**config.mk**
```make
export PLATFORM = sky130hd
export DESIGN_NAME = hazard_detector
export DESIGN_NICKNAME = d
export VERILOG_FILES = /design/src/rtl/hazard_pkg.sv /design/src/rtl/muldiv_busy_counter.sv /design/src/rtl/hazard_detector.sv
export SDC_FILE = /design/constraint.sdc
export NUM_CORES = 1
export LEC_CHECK = 0
export CORE_MARGIN = 4
export CORE_UTILIZATION = 40
export CTS_CLUSTER_SIZE = 30
export DETAILED_ROUTE_END_ITERATION = 16
export PLACE_DENSITY = 0.7
export SYNTH_ARGS = -nofsm -noshare
export SYNTH_HDL_FRONTEND = slang
export SYNTH_HIERARCHICAL = 1
export SYNTH_SLANG_ARGS = --single-unit
export TNS_END_PERCENT = 50
```
**constraint.sdc**
```tcl
create_clock -name clk -period 3.6 [get_ports clk]
set_clock_uncertainty 0.1 [all_clocks]
set_input_delay 0.9 -clock clk [delete_from_list [all_inputs] [get_ports clk]]
set_output_delay 0.9 -clock clk [all_outputs]
set_load 0.03 [all_outputs]
```
**src/rtl/hazard_pkg.sv**
```systemverilog
// Shared definitions for the ID-stage hazard detector: hazard cause encodings
// and default multi-cycle HI/LO latencies.
package hazard_pkg;

  typedef enum logic [1:0] {
    CAUSE_NONE      = 2'd0,
    CAUSE_LOAD_USE  = 2'd1,
    CAUSE_BRANCH_OP = 2'd2,
    CAUSE_MULDIV    = 2'd3
  } cause_e;

  localparam int DEFAULT_MULT_CYCLES = 4;
  localparam int DEFAULT_DIV_CYCLES  = 32;
  localparam int DEFAULT_CNT_WIDTH   = 6;

endpackage

```
**src/rtl/muldiv_busy_counter.sv**
```systemverilog
// Down-counter tracking how many more cycles the HI/LO unit stays busy after a
// MULT/DIV issues. Busy is asserted while the count is nonzero.
module muldiv_busy_counter #(
  parameter int CntWidth = 6
) (
  input  logic                clk,
  input  logic                rst,
  input  logic                load,
  input  logic [CntWidth-1:0] loadValue,
  output logic                busy
);

  logic [CntWidth-1:0] count;

  // NOTE: reset is tested before load, so an issue coincident with reset is dropped.
  // NOTE: sequential state uses non-blocking assignments so every register samples pre-edge values.
  always_ff @(posedge clk) begin
    if (rst) begin
      count <= '0;
    end else if (load) begin
      count <= loadValue;
    end else if (count != '0) begin
      count <= count - 1'b1;
    end
  end

  assign busy = (count != '0);

endmodule

```
**src/rtl/hazard_detector.sv**
```systemverilog
// ID-stage hazard detector: flags load-use, branch-operand and HI/LO busy
// hazards for the stall unit and counts stall cycles for performance readout.
module hazard_detector
  import hazard_pkg::*;
#(
  parameter int MultCycles = DEFAULT_MULT_CYCLES,
  parameter int DivCycles  = DEFAULT_DIV_CYCLES,
  parameter int CntWidth   = DEFAULT_CNT_WIDTH
) (
  input  logic        clk,
  input  logic        rst,
  input  logic [4:0]  IDRs,
  input  logic [4:0]  IDRt,
  input  logic        IDUsesRs,
  input  logic        IDUsesRt,
  input  logic        IDIsBranch,
  input  logic        IDIsMulDiv,
  input  logic        IDIsDiv,
  input  logic        IDReadsHiLo,
  input  logic        EXMemRead,
  input  logic        EXRegWrite,
  input  logic [4:0]  EXWriteReg,
  input  logic        MEMMemRead,
  input  logic [4:0]  MEMWriteReg,
  input  logic        IDEXWriteEN,
  input  logic        IDEXClear,
  output logic        HazardHappen,
  output logic [1:0]  HazardCause,
  output logic        MulDivBusy,
  output logic [31:0] StallCount
);

  if (MultCycles < 1 || DivCycles < 1 ||
      MultCycles >= (1 << CntWidth) || DivCycles >= (1 << CntWidth)) begin : gParamCheck
    $error("hazard_detector: MultCycles/DivCycles must be in 1 .. 2**CntWidth-1");
  end

  localparam logic [CntWidth-1:0] MultLoad = CntWidth'(MultCycles);
  localparam logic [CntWidth-1:0] DivLoad  = CntWidth'(DivCycles);

  // Register 0 is hardwired to zero, so writing it never creates a dependency.
  function automatic logic srcHit(input logic [4:0] rs, input logic [4:0] rt,
                                  input logic usesRs, input logic usesRt,
                                  input logic [4:0] dest);
    return (dest != 5'd0) &&
           ((usesRs && (rs == dest)) || (usesRt && (rt == dest)));
  endfunction

  logic   exHit, memHit;
  logic   loadUse, branchOp, mulDivHazard;
  logic   issue;
  cause_e cause;

  assign exHit  = srcHit(IDRs, IDRt, IDUsesRs, IDUsesRt, EXWriteReg);
  assign memHit = srcHit(IDRs, IDRt, IDUsesRs, IDUsesRt, MEMWriteReg);

  assign loadUse      = EXMemRead && exHit;
  assign branchOp     = IDIsBranch && ((EXRegWrite && exHit) || (MEMMemRead && memHit));
  assign mulDivHazard = MulDivBusy && (IDReadsHiLo || IDIsMulDiv);

  // NOTE: the default is assigned first so no path leaves cause unassigned (no latch).
  always_comb begin
    cause = CAUSE_NONE;
    if (loadUse) begin
      cause = CAUSE_LOAD_USE;
    end else if (branchOp) begin
      cause = CAUSE_BRANCH_OP;
    end else if (mulDivHazard) begin
      cause = CAUSE_MULDIV;
    end
  end

  assign HazardHappen = (cause != CAUSE_NONE);
  assign HazardCause  = cause;

  // A busy hazard makes the stall unit clear ID/EX, so issue never overlaps busy.
  assign issue = IDIsMulDiv && IDEXWriteEN && !IDEXClear;

  muldiv_busy_counter #(
    .CntWidth (CntWidth)
  ) uBusyCounter (
    .clk       (clk),
    .rst       (rst),
    .load      (issue),
    .loadValue (IDIsDiv ? DivLoad : MultLoad),
    .busy      (MulDivBusy)
  );

  always_ff @(posedge clk) begin
    if (rst) begin
      StallCount <= '0;
    end else if (HazardHappen && (StallCount != 32'hFFFF_FFFF)) begin
      StallCount <= StallCount + 32'd1;
    end
  end

endmodule

```
* Word level (Yosys, flattened, before mapping)
Cells that the tools add are included.
** Storage, ports and cells
- Register bits after elaboration :: 38
- Latch bits :: 0
- Memory bits (writable) :: 0
- Bits in read-only memories :: 0
- Output and inout port bits :: 36
- Logic and storage cells :: 39
- Memories kept :: 0
** Operators by class
- Add/subtract/negate cells :: 2
- Multiply operators :: 0
- Div/mod/pow operators :: 0
- Order comparisons :: 0
- Equality and inequality tests :: 5
- Shift operators :: 0
- Mux-type cells :: 6
- Bitwise operators :: 0
- Reduce and logical (&&, ||, !) cells :: 24
** Operators with widths (number)
- adder 32 x 1 -> 32 bit, second input constant :: 1
- inequality test 32 bit, second input constant :: 1
- equality test 5 bit :: 4
- two-way mux 6 bit :: 3
- logical AND 1 bit :: 14
- nonzero test 5 bit :: 2
- two-way mux 2 bit :: 3
- nonzero test 6 bit :: 1
- subtractor 6 x 1 -> 6 bit, second input constant :: 1
- logical OR 1 bit :: 4
- nonzero test 2 bit :: 2
- zero test 1 bit :: 1

* Depth between registers and ports, before layout
- Word-level depth :: 11
- Gate-level depth with buffers :: 12

* By module
The synthesis kept the hierarchy.
** By module, submodules not included
- hazard_detector :: times used 1, cells each 266, area each 2108.3 µm², sequential area each 640.6 µm²
- muldiv_busy_counter :: times used 1, cells each 46, area each 384.1 µm², sequential area each 120.1 µm²

* Worst setup path before layout
No wires, ideal clock.
- Path type :: input to output
- Start point :: input port EXWriteReg[1]
- End point :: output port HazardCause[0]
- Arrival :: 2.416 ns
- Slack :: 0.184 ns
- Cell stages on the path :: 6
- Path buffers :: 0
- Cell sequence :: or4_1 -> nor2_1 -> nor2b_1 -> nand3_1 -> nand2_1 -> o21ai_0
** On the way
- Longest elaborated chain between the ends :: 9
- Elaborated cells on any way between the ends :: 13
- Those cells by class :: eq/ne: 2; mux: 2; reduce/logical: 9
** Ends and longest elaborated chain
- start: declaration :: line hazard_detector.sv:22 : input logic [4:0] EXWriteReg,
- equality test 5 bit :: line hazard_detector.sv:46 : ((usesRs && (rs == dest)) || (usesRt && (rt == dest)));
- logical AND 1 bit :: line hazard_detector.sv:46
- logical OR 1 bit :: line hazard_detector.sv:46
- logical AND 1 bit * :: line hazard_detector.sv:45 : return (dest != 5'd0) &&
- logical AND 1 bit :: line hazard_detector.sv:58 : assign branchOp = IDIsBranch && ((EXRegWrite && exHit) || (MEMMemRead && memHit));
- logical OR 1 bit :: line hazard_detector.sv:58
- logical AND 1 bit :: line hazard_detector.sv:58
- two-way mux 2 bit :: line hazard_detector.sv:66 : end else if (branchOp) begin
- two-way mux 2 bit * :: line hazard_detector.sv:64 : if (loadUse) begin
- end: declaration :: line hazard_detector.sv:28 : output logic [1:0] HazardCause,
Mark *: on every way between the ends. The rest lies on a longest branch, timed or not.

* Worst setup path after layout
- Start point :: input port IDRs[2]
- End point :: output port HazardCause[1]
** On the way
- Longest elaborated chain between the ends :: 9
- Elaborated cells on any way between the ends :: 15
- Those cells by class :: eq/ne: 2; mux: 2; reduce/logical: 11
** Ends and longest elaborated chain
- start: declaration :: line hazard_detector.sv:12 : input logic [4:0] IDRs,
- equality test 5 bit :: line hazard_detector.sv:46
- logical AND 1 bit :: line hazard_detector.sv:46
- logical OR 1 bit :: line hazard_detector.sv:46
- logical AND 1 bit :: line hazard_detector.sv:45
- logical AND 1 bit :: line hazard_detector.sv:58
- logical OR 1 bit :: line hazard_detector.sv:58
- logical AND 1 bit :: line hazard_detector.sv:58
- two-way mux 2 bit :: line hazard_detector.sv:66
- two-way mux 2 bit * :: line hazard_detector.sv:64
Marks and branches as above.

==> reports/metrics.cfg <==
[outcome]
outcome = finished clean

[sta]
slew_viol_final = 0
setup_slack_ns = 0.04871
timing.final.crit_share_pct = 98.65
fmax_mhz = 281.6
setup_violations = 0
finalHoldViolCount = 0
slew_headroom_pct = 36.61
period_minus_slack_ns = 3.551
tightest_slew_ns = 0.9509

[die]
start_util_pct = 41.60
dieWidth_um = 86.94
std_cell_rows = 28
die_h_um = 86.94
pin_count = 69
core_mm2 = 0.005991
die_area_mm2 = 0.007558

[clock_network]
clock_path_buffers = 2
cts_root_buffer = clkbuf_8
htree_levels = 2
tritoncts = built
cts_hold_buffers = 0
cts_buffers = 5
clock-sinks = 38
clk_pin_slew_ns = 0.08
worst_skew_pair.late_latency_ns = 0.29

[placed_design]
pre_cts_ws_ns = -0.4952
port-buffer-count = 68
dp_hpwl_mm = 5.150
gp_congestion = 0.8670

[detailed_routing]
drt-total-wl_mm = 7.024
first_pass_iters = 4
drtIter0Drc = 132
wl_per_cell_um = 15.20
remaining_drc_errors = 0
ant_nets = 0
post_drt_via_cell_ratio = 5.485
vias = 2534

[global_routing]
grt_pass1_vias = 2323
grt_pass1_wl_mm = 11.27
grt_usage_pct = 18.38
antenna_found_initial = 0
overflow = 0
grt_max_degree = 57

[worst_setup_path]
endpoint_kind = output port
worstSetupPathType = primary input to output port
cp-start-kind = primary input
crit_arrival_ns = 2.55
worstPathMaxFanout = 2
cp.required_ns = 2.60

[synthesis]
synthArstFlopShare_pct = 0
ys_seq_area_share_pct = 30.52
avgSynthCellArea_um2 = 7.988
ys_seq_elements = 38
syn_area_mm2 = 0.002492
ys.flop_type = dfxtp_1
synthDistinctLibCells = 48
synthCells = 312
synth_enable_flop_cells = 0
yosys_warnings = 6

[final_layout]
fin_nets = 422
drive_above_1_share_pct = 13.95
fill_cells = 530
final_util_pct = 58.73
diodes = 0
area_growth_pct = 41.16

[power]
vdd_ir_drop_max_v = 0.0003499
p_per_area_mw_per_mm2 = 414.3
power_leakage_nw = 1.322

[job]
maxCapViolCount = 0

[hold_path]
holdCritPathClass = flip-flop to flip-flop

## path summary, 6_finish.rpt
kind                         startpoint  cells after the start  slack (ns)              to
setup reg to reg  uBusyCounter/count[0]                      9        0.92  StallCount[25]
setup / recovery                IDRs[2]                      8        0.05  HazardCause[1]
hold reg to reg          StallCount[30]                      2        0.40  StallCount[30]
hold / removal           StallCount[30]                      2        0.40  StallCount[30]
## where the power goes
part / total (mW) / switching, mW / internal, mW
clock: 0.362 / 0.155 / 0.208
sequential: 0.502 / 0.0448 / 0.457
combinational: 0.594 / 0.342 / 0.252
total: 1.46 / 0.542 / 0.916
## cells in the final DEF, fill, tap and decap left out, drive strengths merged, types with 2 or more instances in the layout
cell type       n
a21oi          21
nor2           21
dfxtp          38
or3            16
nor3           11
clkbuf          7
or4            14
xnor2          23
conb            4
dlymetal6s2s   17
inv             7
nand3          12
clkdlybuf4s50  46
mux2           11
o221ai          2
o21ai          18
nor3b           3
nor4            6
ha              3
buf            17
nand2b          3
nand4          19
o22ai           4
nand2          23
o31ai           9
nor2b          12
and3            9
## per-stage QoR
step           power (mW)  hold slack, ns  instances  area (um2)  TNS (ns)
4_1_cts             1.450          0.4020        462        3403  -0.09896
5_1_grt             1.538          0.4392        462        3518  -0.02046
6_report            1.458          0.3995        462        3518         0
2_1_floorplan      0.9037          0.3765        315        2504         0
3_3_place_gp        1.080          0.3835        454        3288   -0.5816
3_5_place_dp        1.087          0.3893        454        3288   -0.6428
## cells in the mapped netlist (2+ instances only)
cell | count | share of area (%)
o21ai_0 | 15 | 3.0
ha_1 | 3 | 1.5
nor3b_1 | 3 | 0.90
or4_1 | 13 | 3.9
buf_2 | 4 | 0.80
nand2_1 | 22 | 3.3
nand4_1 | 17 | 4.3
nor4_1 | 6 | 1.5
mux2_1 | 4 | 1.8
mux2_2 | 6 | 2.7
xnor2_1 | 23 | 8.1
nor2b_1 | 12 | 3.0
a21oi_1 | 21 | 4.2
nor3_1 | 9 | 1.8
clkbuf_1 | 10 | 1.5
or3_1 | 15 | 3.8
nand4_2 | 2 | 1.0
and3_1 | 9 | 2.3
nand3_1 | 12 | 2.4
o21ai_1 | 3 | 0.60
nand2b_1 | 3 | 0.75
o31ai_1 | 8 | 2.4
dfxtp_1 | 38 | 31
nor2_1 | 21 | 3.2
inv_1 | 6 | 0.90
o22ai_1 | 4 | 1.0
buf_6 | 2 | 0.90
## cells by family (layout without fill, tap and decap cells)
family	Yosys count	count (layout)	share of synthesized area, %
and+or+nand+nor	153	153	35.54
AOI/OAI and AO/OA	59	59	14.66
DFF	38	38	30.52
buffers and inverters	24	96	4.417
xor gates and xnor gates	23	23	8.082
muxes	11	11	5.120
adders and majority gates	3	3	1.506
other	1	4	0.1505
## repair_timing
item	in CTS	in global routing
pin swaps	0	12
hold endpoints to repair	0	0
buffers inserted	0	0
resized for setup	9	31
setup endpoints to repair	3	3
## final cells by class
type | count | area [um2] | area share [%]
clock inverter | 1 | 30.03 | 0.8535
timing repair buffer | 81 | 812.0 | 23.08
sequential | 38 | 760.7 | 21.62
tap | 75 | 93.84 | 2.667
multi-input combinational | 253 | 1719 | 48.86
clock buffer | 7 | 76.32 | 2.169
inverter | 7 | 26.28 | 0.7468
## sequential cells by signal, summed over array words and instances (netlist names)
signal,cells
StallCount,32
uBusyCounter/count,6
## critical path: stages
cell and delay, ns:
clkdlybuf4s50_1 0.52, xnor2_1 0.13, nand4_1 0.12, o22ai_2 0.20
nor2b_4 0.19, nand3_1 0.11, a32oi_2 0.21, buf_6 0.16
## metal layers
layer / track usage [%] / share of wire (%) / wire length [um]
met1: 25.48 / 45 / 3159
met3: 3.217 / 4.6 / 321
met5: 0 / 0 / 0
met4: 3.966 / 0.83 / 58
met2: 29.81 / 50 / 3484
Note: power is estimated with default switching activity, not from simulation.
